$ cat config.mk
export PLATFORM = sky130hd
export DESIGN_NAME = sync_fifo_param
export DESIGN_NICKNAME = d
export VERILOG_FILES = /design/src/rtl/fifo_pkg.sv /design/src/rtl/fifo_ram.sv /design/src/rtl/sync_fifo_param.sv
export SDC_FILE = /design/constraint.sdc
export NUM_CORES = 1
export LEC_CHECK = 0
export BUFFER_PORTS_ARGS = -buffer_cell sky130_fd_sc_hd__clkbuf_2
export CORE_ASPECT_RATIO = 0.75
export CORE_MARGIN = 3
export CORE_UTILIZATION = 35
export DETAILED_ROUTE_END_ITERATION = 10
export HOLD_SLACK_MARGIN = 0.08
export SLEW_MARGIN = 20
export SYNTH_ARGS = -nofsm -noshare
export SYNTH_HDL_FRONTEND = slang
export SYNTH_SLANG_ARGS = --single-unit
$ cat constraint.sdc
create_clock -name clk -period 2.5 [get_ports clk]
set_input_delay 0.5 -clock clk [delete_from_list [all_inputs] [get_ports clk]]
set_output_delay 0.5 -clock clk [all_outputs]
set_load 0.02 [all_outputs]
$ cat src/rtl/fifo_pkg.sv
// Shared FIFO definitions: pointer-width helper, default count width and
// the status bundle reused by the synchronous, async and multi-channel FIFOs.
package fifo_pkg;

  // Ceiling log2 for parameter arithmetic; clog2(1) = 0.
  function automatic int unsigned clog2(input int unsigned value);
    int unsigned r;
    int unsigned v;
    r = 0;
    v = 1;
    while (v < value) begin
      v = v << 1;
      r = r + 1;
    end
    return r;
  endfunction

  localparam int unsigned DEFAULT_DEPTH = 16;
  // Occupancy needs one bit more than the address to represent DEPTH itself.
  localparam int unsigned DEFAULT_CNT_W = clog2(DEFAULT_DEPTH) + 1;

  typedef struct packed {
    logic empty;
    logic full;
    logic almost_empty;
    logic almost_full;
  } fifo_status_t;

endpackage

$ cat src/rtl/fifo_ram.sv
// DEPTH x DATA_WIDTH storage: synchronous write port, combinational read port.
// Not reset; contents are masked by the FIFO's empty state.
module fifo_ram #(
  parameter int unsigned DATA_WIDTH = 8,
  parameter int unsigned DEPTH      = 16,
  parameter int unsigned AW         = 4
) (
  input  logic                  clk,
  input  logic                  we,
  input  logic [AW-1:0]         waddr,
  input  logic [DATA_WIDTH-1:0] wdata,
  input  logic [AW-1:0]         raddr,
  output logic [DATA_WIDTH-1:0] rdata
);

  logic [DATA_WIDTH-1:0] mem [DEPTH];

  // Write port: one entry per cycle when enabled.
  always_ff @(posedge clk) begin
    if (we) mem[waddr] <= wdata;
  end

  assign rdata = mem[raddr];

endmodule

$ cat src/rtl/sync_fifo_param.sv
// Parametrised single-clock first-word-fall-through FIFO with occupancy
// count and almost-full/almost-empty thresholds.
// Optional feature macro: SYNC_FIFO_ERR_EN enables sticky overflow/underflow
// flags; without it io_overflow/io_underflow are tied low.
module sync_fifo_param
  import fifo_pkg::*;
#(
  parameter int unsigned DATA_WIDTH    = 8,
  parameter int unsigned DEPTH         = 16,
  parameter int unsigned AFULL_THRESH  = DEPTH - 2,
  parameter int unsigned AEMPTY_THRESH = 2
) (
  input  logic                  clk,
  input  logic                  reset,
  input  logic [DATA_WIDTH-1:0] io_din,
  input  logic                  io_push,
  input  logic                  io_pop,
  output logic [DATA_WIDTH-1:0] io_dout,
  output logic                  io_empty,
  output logic                  io_full,
  output logic [clog2(DEPTH):0] io_count,
  output logic                  io_almost_full,
  output logic                  io_almost_empty,
  output logic                  io_overflow,
  output logic                  io_underflow
);

  localparam int unsigned AW = clog2(DEPTH);
  localparam int unsigned CW = AW + 1;
  localparam logic [CW-1:0] AF_LVL = CW'(AFULL_THRESH);
  localparam logic [CW-1:0] AE_LVL = CW'(AEMPTY_THRESH);

  logic [AW:0]           wr_ptr;
  logic [AW:0]           rd_ptr;
  logic [CW-1:0]         count;
  logic                  push_ok;
  logic                  pop_ok;
  logic [DATA_WIDTH-1:0] rdata;
  fifo_status_t          status;

  // Status is purely combinational from the pointers.
  always_comb begin
    count               = wr_ptr - rd_ptr;
    status.empty        = (wr_ptr == rd_ptr);
    status.full         = (wr_ptr[AW-1:0] == rd_ptr[AW-1:0]) &&
                          (wr_ptr[AW] != rd_ptr[AW]);
    status.almost_full  = (count >= AF_LVL);
    status.almost_empty = (count <= AE_LVL);
  end

  // A push into a full FIFO is allowed only when the head leaves the same cycle.
  assign push_ok = io_push & (~status.full | io_pop);
  assign pop_ok  = io_pop & ~status.empty;

  // Pointer update; wrap bit falls out of the natural AW+1-bit rollover.
  always_ff @(posedge clk) begin
    if (reset) begin
      wr_ptr <= '0;
      rd_ptr <= '0;
    end else begin
      if (push_ok) wr_ptr <= wr_ptr + 1'b1;
      if (pop_ok)  rd_ptr <= rd_ptr + 1'b1;
    end
  end

  fifo_ram #(
    .DATA_WIDTH (DATA_WIDTH),
    .DEPTH      (DEPTH),
    .AW         (AW)
  ) u_ram (
    .clk   (clk),
    .we    (push_ok & ~reset),
    .waddr (wr_ptr[AW-1:0]),
    .wdata (io_din),
    .raddr (rd_ptr[AW-1:0]),
    .rdata (rdata)
  );

  assign io_dout         = status.empty ? '0 : rdata;
  assign io_empty        = status.empty;
  assign io_full         = status.full;
  assign io_count        = count;
  assign io_almost_full  = status.almost_full;
  assign io_almost_empty = status.almost_empty;

`ifdef SYNC_FIFO_ERR_EN
  logic overflow;
  logic underflow;

  // Sticky error capture, cleared only by reset.
  always_ff @(posedge clk) begin
    if (reset) begin
      overflow  <= 1'b0;
      underflow <= 1'b0;
    end else begin
      if (io_push & status.full & ~io_pop) overflow  <= 1'b1;
      if (io_pop & status.empty)           underflow <= 1'b1;
    end
  end

  assign io_overflow  = overflow;
  assign io_underflow = underflow;
`else
  assign io_overflow  = 1'b0;
  assign io_underflow = 1'b0;
`endif

endmodule

# [Word-level counts from Yosys, hierarchy flattened]
# Memory sizes are Yosys's and may differ from the RTL's. A register that Yosys moved wholly into a read port is not among the register bits.
# Cells that the tools add are included.
[word_totals] regBits=10 ram_bits=128 inputBits=12 wordCells=24 mem_count=1
[op_classes] mux=5 magnitude_cmp=2 add_sub_neg=3 n_reduce_logical=1 bitwise=7 n_eq_ne=3
[memory_table] name="u_ram.mem" depth=16 width=8 read_ports=1 rd_ports_with_merged_regs=1 write_ports=1 line_no="fifo_ram.sv:16" source="logic [DATA_WIDTH-1:0] mem [DEPTH];"
[op_table] cell="$add 5x1->5 const B" count=2
[op_table] cell="$mux 4" count=2
[op_table] cell="$mux 8" count=1
[op_table] cell="$eq 5x5->1" count=1
[op_table] cell="$ge 5x4->1 const B" count=1
[op_table] cell="$le 5x2->1 const B" count=1
[op_table] cell="$sub 5x5->5" count=1
[op_table] cell="$eq 4x4->1" count=1
[op_table] cell="$and 1x1->1" count=3
[op_table] cell="$not 1->1" count=3
[op_table] cell="$mux 1" count=2
[op_table] cell="$logic_and 1x1->1" count=1
[op_table] cell="$ne 1x1->1" count=1
[op_table] cell="$or 1x1->1" count=1

# [Logic depth before layout (Yosys ltp)]
# Gate-level depths: netlist (run 1).
[depth] word_depth=8 mapped_depth=8 ltp_nobuf=8

# [Cells and area by module]
# A second synthesis (run 1) with hierarchy kept.
[unflattened] hier_cells=306 hier_area_um2=5730.5
[modules_own_cells] mod="fifo_ram" cells_each=221 seq_area_each_um2=3843.7 n_inst=1 area_each_um2=4987.3
[modules_own_cells] mod="sync_fifo_param" cells_each=85 seq_area_each_um2=200.2 n_inst=1 area_each_um2=743.2

# [Worst setup path after synthesis (run 1)]
# No wires, ideal clock.
[synth_timing] kind="register to output" startpoint="reg wr_ptr[0]" endpoint="out io_almost_empty" stages_incl_launch_ff=9 required_ns=2.000 slack_ns=-0.634 arrival_ns=2.634 path_cell_list="dfxtp_1 -> inv_1 -> ha_1 -> inv_1 -> fa_1 -> a21o_1 -> a21oi_1 -> xnor2_1 -> a2111oi_0"
[synth_between] elab_chain_cells=2
[synth_rtl] element="start, declared" line_no="sync_fifo_param.sv:33" source="logic [AW:0] wr_ptr;"
[synth_rtl] element="start signal, assigned" line_no="sync_fifo_param.sv:61" source="if (push_ok) wr_ptr <= wr_ptr + 1'b1;"
[synth_rtl] element="$sub 5x5->5" line_no="sync_fifo_param.sv:43" source="count = wr_ptr - rd_ptr;"
[synth_rtl] element="net io_count[4]" line_no="sync_fifo_param.sv:21" source="output logic [clog2(DEPTH):0] io_count,"
[synth_rtl] element="$le 5x2->1" line_no="sync_fifo_param.sv:48" source="status.almost_empty = (count <= AE_LVL);"
[synth_rtl] element="end, declared" line_no="sync_fifo_param.sv:23" source="output logic io_almost_empty,"
# The timed path passes the listed nets, and every way through them passes these cells.

# [Worst setup path after layout (run 1)]
[layout_timing] startpoint="reg rd_ptr[3]" endpoint="out io_dout[7]"
[layout_between] elab_chain_cells=2
[layout_rtl] element="start, declared" line_no="sync_fifo_param.sv:34" source="logic [AW:0] rd_ptr;"
[layout_rtl] element="start signal, assigned" line_no="sync_fifo_param.sv:62" source="if (pop_ok) rd_ptr <= rd_ptr + 1'b1;"
[layout_rtl] element="$eq 5x5->1" line_no="sync_fifo_param.sv:44" source="status.empty = (wr_ptr == rd_ptr);"
[layout_rtl] element="$mux 8" line_no="sync_fifo_param.sv:79" source="assign io_dout = status.empty ? '0 : rdata;"
[layout_rtl] element="end, declared" line_no="sync_fifo_param.sv:18" source="output logic [DATA_WIDTH-1:0] io_dout,"
# No other way between the ends.

==> summary.md, run 1 <==
| Metric | Value |
|---|---|
| Run status | `complete, but fails checks` |
| Violated checks | `negative setup slack` |
| Critical Path AT | `2.19 ns` |
| Post-Syn Area | `0.005856 mm^2` |
| CTS root buf | `clkbuf_16` |
| Peak VDD IR | `624.0 uV` |
| GR met2 Demand/Resource | `20.62%` |
| Number of top-level pins | `31` |
| Maximum frequency from static timing analysis | `roughly 370 MHz` |
| Avg Vias per Cell | `5.094` |
| Clock Latency Late Sink | `0.41 ns` |
| Setup repair after global routing missed its margin | `true` |
| First-pass GRT wire length | `19600 um` |
| Die span in y | `118.0 um` |
| Netlist cell types | `37` |
| Number of storage elements in the synthesis netlist | `142` |
| Switching Power | `1.691 mW` |
| Number of endpoints failing setup at the final stage | `11` |
| DP HPWL | `7589 um` |
| Multi-input gate area in the final layout | `between 0.0015 and 0.002 mm^2` |
| Sort of element at the start of the critical path | `flip-flop` |
| Total Wirelength | `12640 um` |
| Max stage delay on crit path | `0.34 ns` |
| Final Cycle Share | `107.5%` |
| Kind of cell with the highest combined delay on the critical path | `buffers and inverters` |
| # H-tree levels | `4` |
| Most crowded layer after global routing | `met1` |
| Core area | `0.01622 mm^2` |
| CP bufs+invs | `5` |
| Yosys warns | `0` |
| Total power consumption of the routed design | `6.453 mW` |
| Area post-placement | `0.006425 mm^2` |
| 1st-iter DRT viols | `337` |
| Clock transition at the registers of the reported paths | `0.06 ns` |
| Synth top area share | `65.64%` |
| Utilization of the core after routing | `47.25%` |
| Pwr dens | `~840 mW/mm^2` |
| Clock Tree Buf Depth | `2` |
| Antenna cells | `0` |
| DP Worst Slack | `0.06683 ns` |
| Dominant cells by area after synthesis | `edfxtp_1 (66%), mux4_2 (8.8%), dfxtp_1 (4.8%)` |
| Max-cap check violation count | `0` |
| Minimum clock period after layout | `about 2.7 ns` |
| First-pass DRT Iterations | `4` |
| # nets final | `around 430` |
| Slew headroom | `a little under three fifths` |
| Power Internal | `4.762 mW` |
| Element type at the critical path end | `output pin` |
| Data required time at the worst endpoint | `2.00 ns` |
| Setup slack of the critical path after layout | `-0.1876 ns` |
| Most instantiated cells after synthesis | `edfxtp_1 (128), nor2_1 (25), mux4_2 (23), a211oi_1 (16), dfxtp_1 (14)` |
| Reg2Reg Launch Point | `rd_ptr[3]` |
| Hold Path Origin | `reset` |
| Fraction of final layout cells sized beyond drive strength 1 | `48.69%` |
| Leak pwr | `2.552 nW` |
| Critical path cell sequence | `inv_1 > ha_4 > nand4_1 > nor2_4 > buf_6 > buf_4 > a211oi_2 > buf_4 > buf_4` |
| Combinational fraction of design power | `~23%` |
| Slowest cell on the critical path | `dfxtp_2` |
| Part of the total power dissipated in sequential elements | `roughly two fifths` |
| Mean post-synth cell area | `around 19 um^2` |
| Number of buffers created by CTS | `17` |
| Cell occurring most often along the worst timing path | `buf_4` |
| Sequential element share of the synthesized area | `between 70% and 80%` |
| Crit path kind | `flip-flop to output pin` |
| Final Skew | `0.008850 ns` |
| Post-synthesis instance total | `316` |
| Number of vias after detailed routing | `3204` |
| Count of final max-slew check failures | `0` |
| Via count of the first global-routing pass | `roughly 3300` |
| Residual DRC count | `0` |
| Number of enable flip-flop cells after synthesis | `128` |
| Worst-path fanout max | `4` |
| Accumulated negative setup slack | `-1.629 ns` |
| Area of all placed cells without fillers | `0.007661 mm^2` |
| Source of the critical timing path | `rd_ptr[3]` |
| # fillers | `approximately 1400` |
| Met1 routing resource usage after global routing | `21.17%` |
| Primary flip-flop cell chosen by synthesis mapping | `edfxtp_1` |
| Clock tree from TritonCTS | `built` |
| Routed wirelength normalized by instance count | `20.10 um` |
| Proportion of total power due to net switching | `26.20%` |
| Hold Fails Final Rpt | `0` |
| Std cell rows | `40` |
| GRT met3 Usage | `4.667%` |
| Starting density of the core | `36.11%` |
| RD Place Congestion | `about 0.85` |
| Synthesis-to-finish area growth | `30.83%` |
| Port bufs | `28` |
| Transition time at the pin with the least slew margin | `0.6469 ns` |
| Tot GR Track Use | `14.45%` |
| Area used by sequential logic in the layout | `0.004141 mm^2` |
| Count of nets left with antenna violations after detail routing | `0` |
| Remaining global-route overflow | `0` |
| Fraction of registers with async set or reset after synthesis | `0%` |
| Initial antenna violation count | `0` |
| Clk pwr share | `35.8%` |
| Pin count of the biggest net entering global routing | `25` |
| Post-synthesis cell type with the largest combined area | `edfxtp_1` |
| TritonCTS sink count | `about 140` |
| Die W | `between 150 and 200 um` |
| Most numerous cell in the Yosys netlist | `edfxtp_1` |
| Total Die Area | `0.01833 mm^2` |
| Hold Crit Class | `input pin to flip-flop` |
layout by cell type, fill, tap and decap left out, types with 4 or more instances in the layout:
| cell type | n |
|---|---|
| o21ai_0 | 4 |
| nor2_1 | 21 |
| dfxtp_2 | 5 |
| a21oi_1 | 6 |
| nor2b_4 | 5 |
| buf_4 | 46 |
| or3_1 | 4 |
| mux4_2 | 31 |
| inv_6 | 4 |
| clkbuf_2 | 17 |
| clkbuf_16 | 17 |
| buf_12 | 7 |
| buf_6 | 15 |
| dfxtp_1 | 6 |
| a211oi_2 | 12 |
| edfxtp_1 | 128 |
| inv_2 | 4 |
| ha_4 | 6 |
| a211oi_4 | 4 |
| mux2i_1 | 6 |
power by group through the flow:
| stage | Clock [mW] | Combinational (mW) | Sequential [mW] |
|---|---|---|---|
| 3_5_place_dp | 0 | 0.988 | 2.69 |
| 6_report | 2.31 | 1.50 | 2.65 |
| 5_1_grt | 2.48 | 1.60 | 2.65 |
| 3_3_place_gp | 0 | 0.976 | 2.69 |
| 2_1_floorplan | 0 | 0.672 | 2.68 |
| 4_1_cts | 2.36 | 1.24 | 2.65 |
registers in the layout, summed over array words and instances (netlist names), named ones only:
name       count
rd_ptr         5
wr_ptr         5
u_ram.mem    128
path summary, 6_finish.rpt:
check | end | slack (ns) | cells after the start
worst min-delay path | wr_ptr[1] | 0.47 | 2
worst min register to register | rd_ptr[3] | 0.53 | 2
worst max register to register | u_ram.mem[1][7] | 0.11 | 9
worst max-delay path | io_dout[7] | -0.19 | 9
logic make-up (layout without fill, tap and decap cells):
| family | count (synthesis) | in the layout | share of synthesized area (%) |
|---|---|---|---|
| xor gates and xnor gates | 10 | 10 | 1.624 |
| buffers and inverters | 24 | 126 | 2.522 |
| muxes | 41 | 41 | 14.42 |
| DFF | 142 | 142 | 70.43 |
| other | 1 | 2 | 0.06404 |
| AOI/OAI and AO/OA | 34 | 34 | 4.060 |
| adders and majority gates | 10 | 10 | 2.265 |
| and+or+nand+nor | 54 | 54 | 4.615 |
per-stage QoR:
stage | hold slack, ns | cells
floorplan | 0.4859 | 317
CTS | 0.4580 | 621
global placement | 0.5250 | 568
finish | 0.4750 | 629
global route | 0.5030 | 629
detailed placement | 0.5406 | 568
per-layer routing:
metal | vias up | wire [um]
met1 | 1663 | 5741
met3 | 6 | 846
met5 | - | 0
met2 | 97 | 5953
li1 | 1438 | -
met4 | 0 | 98
area by class of cell:
| cell class | count | area share, % |
|---|---|---|
| multi-input combinational | 151 | 24.58 |
| inverter | 7 | 0.3430 |
| clock inverter | 12 | 1.470 |
| sequential | 142 | 54.06 |
| tap | 210 | 3.430 |
| timing repair buffer | 88 | 10.47 |
| clock buffer | 19 | 5.651 |
worst register-to-register path, delay by kind of cell (launching register included):
family / cells / cell delay (ns)
fa+ha+maj: 1 / 0.29
flops: 1 / 0.34
compound gates: 1 / 0.37
simple gates: 3 / 0.53
buf+inv: 4 / 0.61
timing repair:
action,CTS,global route
gates cloned,2,0
setup endpoints to repair,13,76
hold buffers,0,0
setup buffers,20,13
pin swaps,7,19
resized for setup,55,65
endpoints found under the hold margin,0,0
Power figures use the tool's default switching activity.
==> run 2: changes to the inputs <==
==> constraint.sdc (replaced) <==
create_clock -name clk -period 3.3 [get_ports clk]
set_input_delay 0.66 -clock clk [delete_from_list [all_inputs] [get_ports clk]]
set_output_delay 0.66 -clock clk [all_outputs]
set_load 0.02 [all_outputs]
==> run 2 against run 1 <==
Effect of this change: the run now ends clean; first-iteration DRC count shrank 42%; sequential power fell by 24%; cell area down 9.6%; clock skew increased by 0.0025 ns; utilization is 4.5 points lower; total power down 29%; worst hold slack improved by 0.072 ns.
==> summary.md, run 2 (synthesis results as in run 1) <==
| Metric | Value |
|---|---|
| Data required time at the worst endpoint | `around 2.6 ns` |
| Via count of the first global-routing pass | `3189` |
| Hold-fix buffers at CTS | `0` |
| Final Skew | `0.01132 ns` |
| Peak VDD IR | `425.9 uV` |
| Clock transition at the registers of the reported paths | `0.06 ns` |
| Buffers inserted by post-CTS timing repair | `0` |
| Slew headroom | `54.59%` |
| Clock Latency Late Sink | `0.42 ns` |
| Residual DRC count | `0` |
| # H-tree levels | `4` |
| Tot GR Track Use | `12.97%` |
| Run status | `finished clean` |
| Part of the total power dissipated in sequential elements | `44.1%` |
| Total Wirelength | `11270 um` |
| Number of buffers created by CTS | `17` |
| Fraction of final layout cells sized beyond drive strength 1 | `28.98%` |
| Count of nets left with antenna violations after detail routing | `0` |
| Count of final max-slew check failures | `0` |
| # fillers | `between 1000 and 1500` |
| Most common cell after layout, fill and taps aside | `edfxtp_1` |
| Maximum frequency from static timing analysis | `around 320 MHz` |
| Clock Tree Buf Depth | `2` |
| First-pass GRT wire length | `17730 um` |
| Proportion of total power due to net switching | `25.94%` |
| Number of endpoints failing setup at the final stage | `0` |
| Std cell rows | `40` |
| Core area | `0.01622 mm^2` |
| Hold Crit Class | `flip-flop to flip-flop` |
| CTS root buf | `clkbuf_16` |
| Die W | `~160 um` |
| Pin count of the biggest net entering global routing | `25` |
| Clk pwr share | `41.7%` |
| Remaining global-route overflow | `0` |
| Avg Vias per Cell | `approximately 5.0` |
| RD Place Congestion | `0.7832` |
| DP HPWL | `7596 um` |
| Power Internal | `3.391 mW` |
| Commonest non-fill, non-tap cells in the layout | `edfxtp_1 (128), clkbuf_2 (27), nor2_1 (25)` |
| Synthesis-to-finish area growth | `18.33%` |
| Die span in y | `118.0 um` |
| Register containing the most flip-flops in the final layout | `u_ram.mem` |
| Switching Power | `about 1.2 mW` |
| Sort of element at the start of the critical path | `flip-flop` |
| Combinational fraction of design power | `14.1%` |
| Starting density of the core | `36.11%` |
| Port bufs | `28` |
| Setup repair after global routing missed its margin | `false` |
| Initial antenna violation count | `0` |
| Routed wirelength normalized by instance count | `19.00 um` |
| Max-cap check violation count | `0` |
| Transition time at the pin with the least slew margin | `between 0.6 and 0.7 ns` |
| Accumulated negative setup slack | `0 ns` |
| Critical Path AT | `around 2.5 ns` |
| Minimum clock period after layout | `3.112 ns` |
| Final Cycle Share | `94.32%` |
| Leak pwr | `2.269 nW` |
| Element type at the critical path end | `output pin` |
| Crit path kind | `flip-flop to output pin` |
| Clock tree from TritonCTS | `built` |
| Pwr dens | `660.8 mW/mm^2` |
| Number of vias after detailed routing | `2985` |
| Max FFs per register | `128` |
| First-pass DRT Iterations | `4` |
| TritonCTS sink count | `roughly 140` |
| Hold Fails Final Rpt | `0` |
| 1st-iter DRT viols | `194` |
| Total Die Area | `0.01833 mm^2` |
| Tightest hold margin | `0.5474 ns` |
| Number of top-level pins | `31` |
| Worst-path fanout max | `13` |
| # nets final | `392` |
| Antenna cells | `0` |
| Biggest registers after layout | `u_ram.mem: 128 flops, rd_ptr: 5 flops, wr_ptr: 5 flops` |
[run 2: changes by cell type in the layout (fill, tap and decap cells not counted), moves of 8 or more]
cell,delta
clkbuf_2,+10
buf_6,-15
a211oi_1,+16
a211oi_2,-12
mux4_1,+8
mux4_2,-8
buf_4,-24
[run 2: worst max-delay path, cell delays in order (launching register included)]
cell,delay [ns]
dfxtp_1,0.75
mux4_1,0.40
nor2b_1,0.14
a211oi_1,0.45
a211oi_1,0.10
clkbuf_2,0.19
[run 2: layer usage]
layer  GRT usage [%]  vias to the layer above  routed length, um
met4           4.265                        0                119
met5               0                        -                  0
met3           4.153                        7                633
met1           18.34                     1521               5290
li1                -                     1382                  -
met2           19.03                       75               5223
[run 2: final cells by class]
| type | count | area (um^2) | share of cell area (%) |
|---|---|---|---|
| sequential | 142 | 4126 | 59.55 |
| multi-input combinational | 151 | 1589 | 22.93 |
| clock buffer | 17 | 425.4 | 6.139 |
| timing repair buffer | 51 | 325.3 | 4.695 |
| tap | 210 | 262.8 | 3.792 |
| clock inverter | 15 | 173.9 | 2.510 |
| inverter | 7 | 26.28 | 0.3792 |
[run 2: metrics by stage]
step | cell area (um^2) | setup slack, ns | total power, mW | utilization (%) | std cells
2_1_floorplan | 5859 | 0.005675 | 2.514 | - | 317
3_3_place_gp | 6329 | 0.6096 | 2.704 | 39.03 | 561
3_5_place_dp | 6329 | 0.5257 | 2.716 | 39.03 | 561
4_1_cts | 6928 | 0.09543 | 4.624 | 42.72 | 593
5_1_grt | 6929 | 0.03210 | 4.761 | 42.73 | 593
6_report | 6929 | 0.1875 | 4.579 | 42.73 | 593
[run 2: final timing paths]
kind,start,end,slack (ns),cells past startpoint
max,flip-flop,io_dout[7],0.19,5
min,rd_ptr[3],flip-flop,0.55,2
max reg2reg,rd_ptr[2],u_ram.mem[0][0],0.98,7
min reg2reg,rd_ptr[3],flip-flop,0.55,2
[run 2: power by group through the flow]
stage	Sequential [mW]	Clock (mW)	Combinational, mW
6_report	2.02	1.91	0.647
5_1_grt	2.03	2.03	0.705
4_1_cts	2.02	1.94	0.657
3_5_place_dp	2.06	0	0.655
3_3_place_gp	2.06	0	0.645
2_1_floorplan	2.03	0	0.482
[run 2: what timing repair did]
item                       CTS  global route
resized for setup            0             3
hold endpoints to repair     0             0
setup endpoints to repair    0             1
==> run 3: changes to the inputs <==
--- a/config.mk
+++ b/config.mk
@@ -11,6 +11,7 @@
 export CORE_UTILIZATION = 35
 export DETAILED_ROUTE_END_ITERATION = 10
 export HOLD_SLACK_MARGIN = 0.08
+export SETUP_SLACK_MARGIN = 0.3
 export SLEW_MARGIN = 20
 export SYNTH_ARGS = -nofsm -noshare
 export SYNTH_HDL_FRONTEND = slang
==> run 3 against run 2 <==
Effect of this change: critical path depth grew 5; fmax grew 5.3%; register-to-register slack gained 0.04 ns.
==> summary.md, run 3 (synthesis results as in run 1) <==
| Metric | Value |
|---|---|
| Die span in y | `approximately 120 um` |
| Residual DRC count | `0` |
| Peak VDD IR | `359.3 uV` |
| Fraction of final layout cells sized beyond drive strength 1 | `35.19%` |
| First-pass DRT Iterations | `4` |
| Via count of the first global-routing pass | `3048` |
| Accumulated negative setup slack | `0 ns` |
| # fillers | `~1400` |
| Maximum frequency from static timing analysis | `338.3 MHz` |
| Hold Crit Class | `flip-flop to flip-flop` |
| Most common cell after layout, fill and taps aside | `edfxtp_1` |
| Critical Path AT | `2.30 ns` |
| Clock tree from TritonCTS | `built` |
| Register containing the most flip-flops in the final layout | `u_ram.mem` |
| Max-cap check violation count | `0` |
| Clock Latency Late Sink | `0.41 ns` |
| Number of top-level pins | `31` |
| Pwr dens | `around 660 mW/mm^2` |
| Total Wirelength | `11670 um` |
| Clock transition at the registers of the reported paths | `0.06 ns` |
| Remaining global-route overflow | `0` |
| Biggest registers after layout | `u_ram.mem: 128 flops, rd_ptr: 5 flops, wr_ptr: 5 flops` |
| Final Skew | `0.006012 ns` |
| Leak pwr | `2.349 nW` |
| Data required time at the worst endpoint | `2.64 ns` |
| Starting density of the core | `36.11%` |
| Transition time at the pin with the least slew margin | `~0.86 ns` |
| Pin count of the biggest net entering global routing | `33` |
| Element type at the critical path end | `output pin` |
| Crit path kind | `flip-flop to output pin` |
| Max FFs per register | `128` |
| Setup repair after global routing missed its margin | `true` |
| Port bufs | `28` |
| Core area | `0.01622 mm^2` |
| First-pass GRT wire length | `17950 um` |
| Hold Fails Final Rpt | `0` |
| Run status | `finished clean` |
| Avg Vias per Cell | `between 5 and 6` |
| TritonCTS sink count | `~140` |
| Slew headroom | `42.92%` |
| Post-placement cell count | `between 500 and 600` |
| Die W | `155.4 um` |
| Number of endpoints failing setup at the final stage | `0` |
| Clock Tree Buf Depth | `2` |
| Total power consumption of the routed design | `roughly 4.7 mW` |
| Routed wirelength normalized by instance count | `19.29 um` |
| 1st-iter DRT viols | `314` |
| Minimum clock period after layout | `2.956 ns` |
| Commonest non-fill, non-tap cells in the layout | `edfxtp_1 (128), buf_4 (34), nor2_1 (25), clkbuf_2 (25), mux4_2 (23)` |
| Total Die Area | `about 0.018 mm^2` |
| Sort of element at the start of the critical path | `flip-flop` |
| Number of cells in the finished layout apart from fillers | `605` |
| Final Cycle Share | `approximately nine tenths` |
| # H-tree levels | `4` |
| CTS root buf | `clkbuf_16` |
| Count of nets left with antenna violations after detail routing | `0` |
| Number of buffers created by CTS | `17` |
| Initial antenna violation count | `0` |
| Synthesis-to-finish area growth | `21.65%` |
| DP HPWL | `7382 um` |
| Count of final max-slew check failures | `0` |
| Tot GR Track Use | `approximately an eighth` |
| Worst-path fanout max | `3` |
| Antenna cells | `0` |
| Std cell rows | `40` |
| Number of vias after detailed routing | `3037` |
| Hold-fix buffers at CTS | `0` |
| RD Place Congestion | `0.7650` |
| # nets final | `just over 400` |
## run 3: cell types whose count changed in the layout (fill, tap and decap cells not counted), moves of 3 or more
cell / before / now
clkinv_2: 0 / 3
inv_8: 3 / 0
a211oi_2: 0 / 5
inv_6: 5 / 2
buf_4: 22 / 34
dfxtp_4: 0 / 3
dfxtp_1: 12 / 8
a211oi_1: 16 / 10
## run 3: path summary, 6_finish.rpt
path / from / end / slack [ns] / depth (start not counted)
hold / removal: rd_ptr[3] / flip-flop / 0.53 / 2
setup / recovery: wr_ptr[0] / io_almost_full / 0.34 / 10
setup reg to reg: rd_ptr[2] / u_ram.mem[3][2] / 1.02 / 8
hold reg to reg: rd_ptr[3] / flip-flop / 0.53 / 2
## run 3: repair_timing
action,4_1_cts,5_1_grt
gates cloned,0,0
buffers inserted,10,3
setup endpoints to repair,11,10
pin swaps,6,7
resized for setup,18,12
## run 3: layer usage
layer	vias up	global-route usage (%)	routed length (um)
met3	10	4.631	723
met1	1546	19.16	5399
met2	78	18.76	5463
li1	1403	-	-
met4	0	4.210	80
met5	-	0	0
## run 3: where the power goes
group	total [mW]	leakage (nW)	switching [mW]	internal (mW)
Sequential	2.01	1.27	0.0210	1.99
Clock	1.90	0.284	0.709	1.19
Combinational	0.791	0.794	0.442	0.348
Total	4.69	2.35	1.17	3.52
## run 3: cell type report
type	count	area, um^2	area share (%)
clock buffers	18	429.2	6.025
clock inverters	14	166.4	2.336
inverters	7	28.78	0.4040
multi-input cells	151	1660	23.31
flip-flops and latches	142	4139	58.11
well taps	210	262.8	3.689
repair buffers	63	436.7	6.130
## run 3: worst max-delay path, stage by stage, from the launching register on
cell and delay [ns]:
dfxtp_4 0.35, inv_4 0.06, ha_4 0.12, inv_2 0.03
fa_2 0.33, a21o_1 0.20, a21oi_2 0.19, xnor2_2 0.11
buf_4 0.15, a31o_2 0.21, buf_6 0.13
## run 3: stage by stage
step,hold WS (ns),util [%],setup slack [ns],area (um^2)
after floorplan,0.4859,-,0.5442,5866
after global placement,0.5196,39.01,0.5376,6326
after detailed placement,0.5255,39.01,0.5310,6326
after CTS,0.5318,43.58,0.2873,7067
after global routing,0.5824,43.93,0.2751,7123
final,0.5273,43.93,0.3437,7123
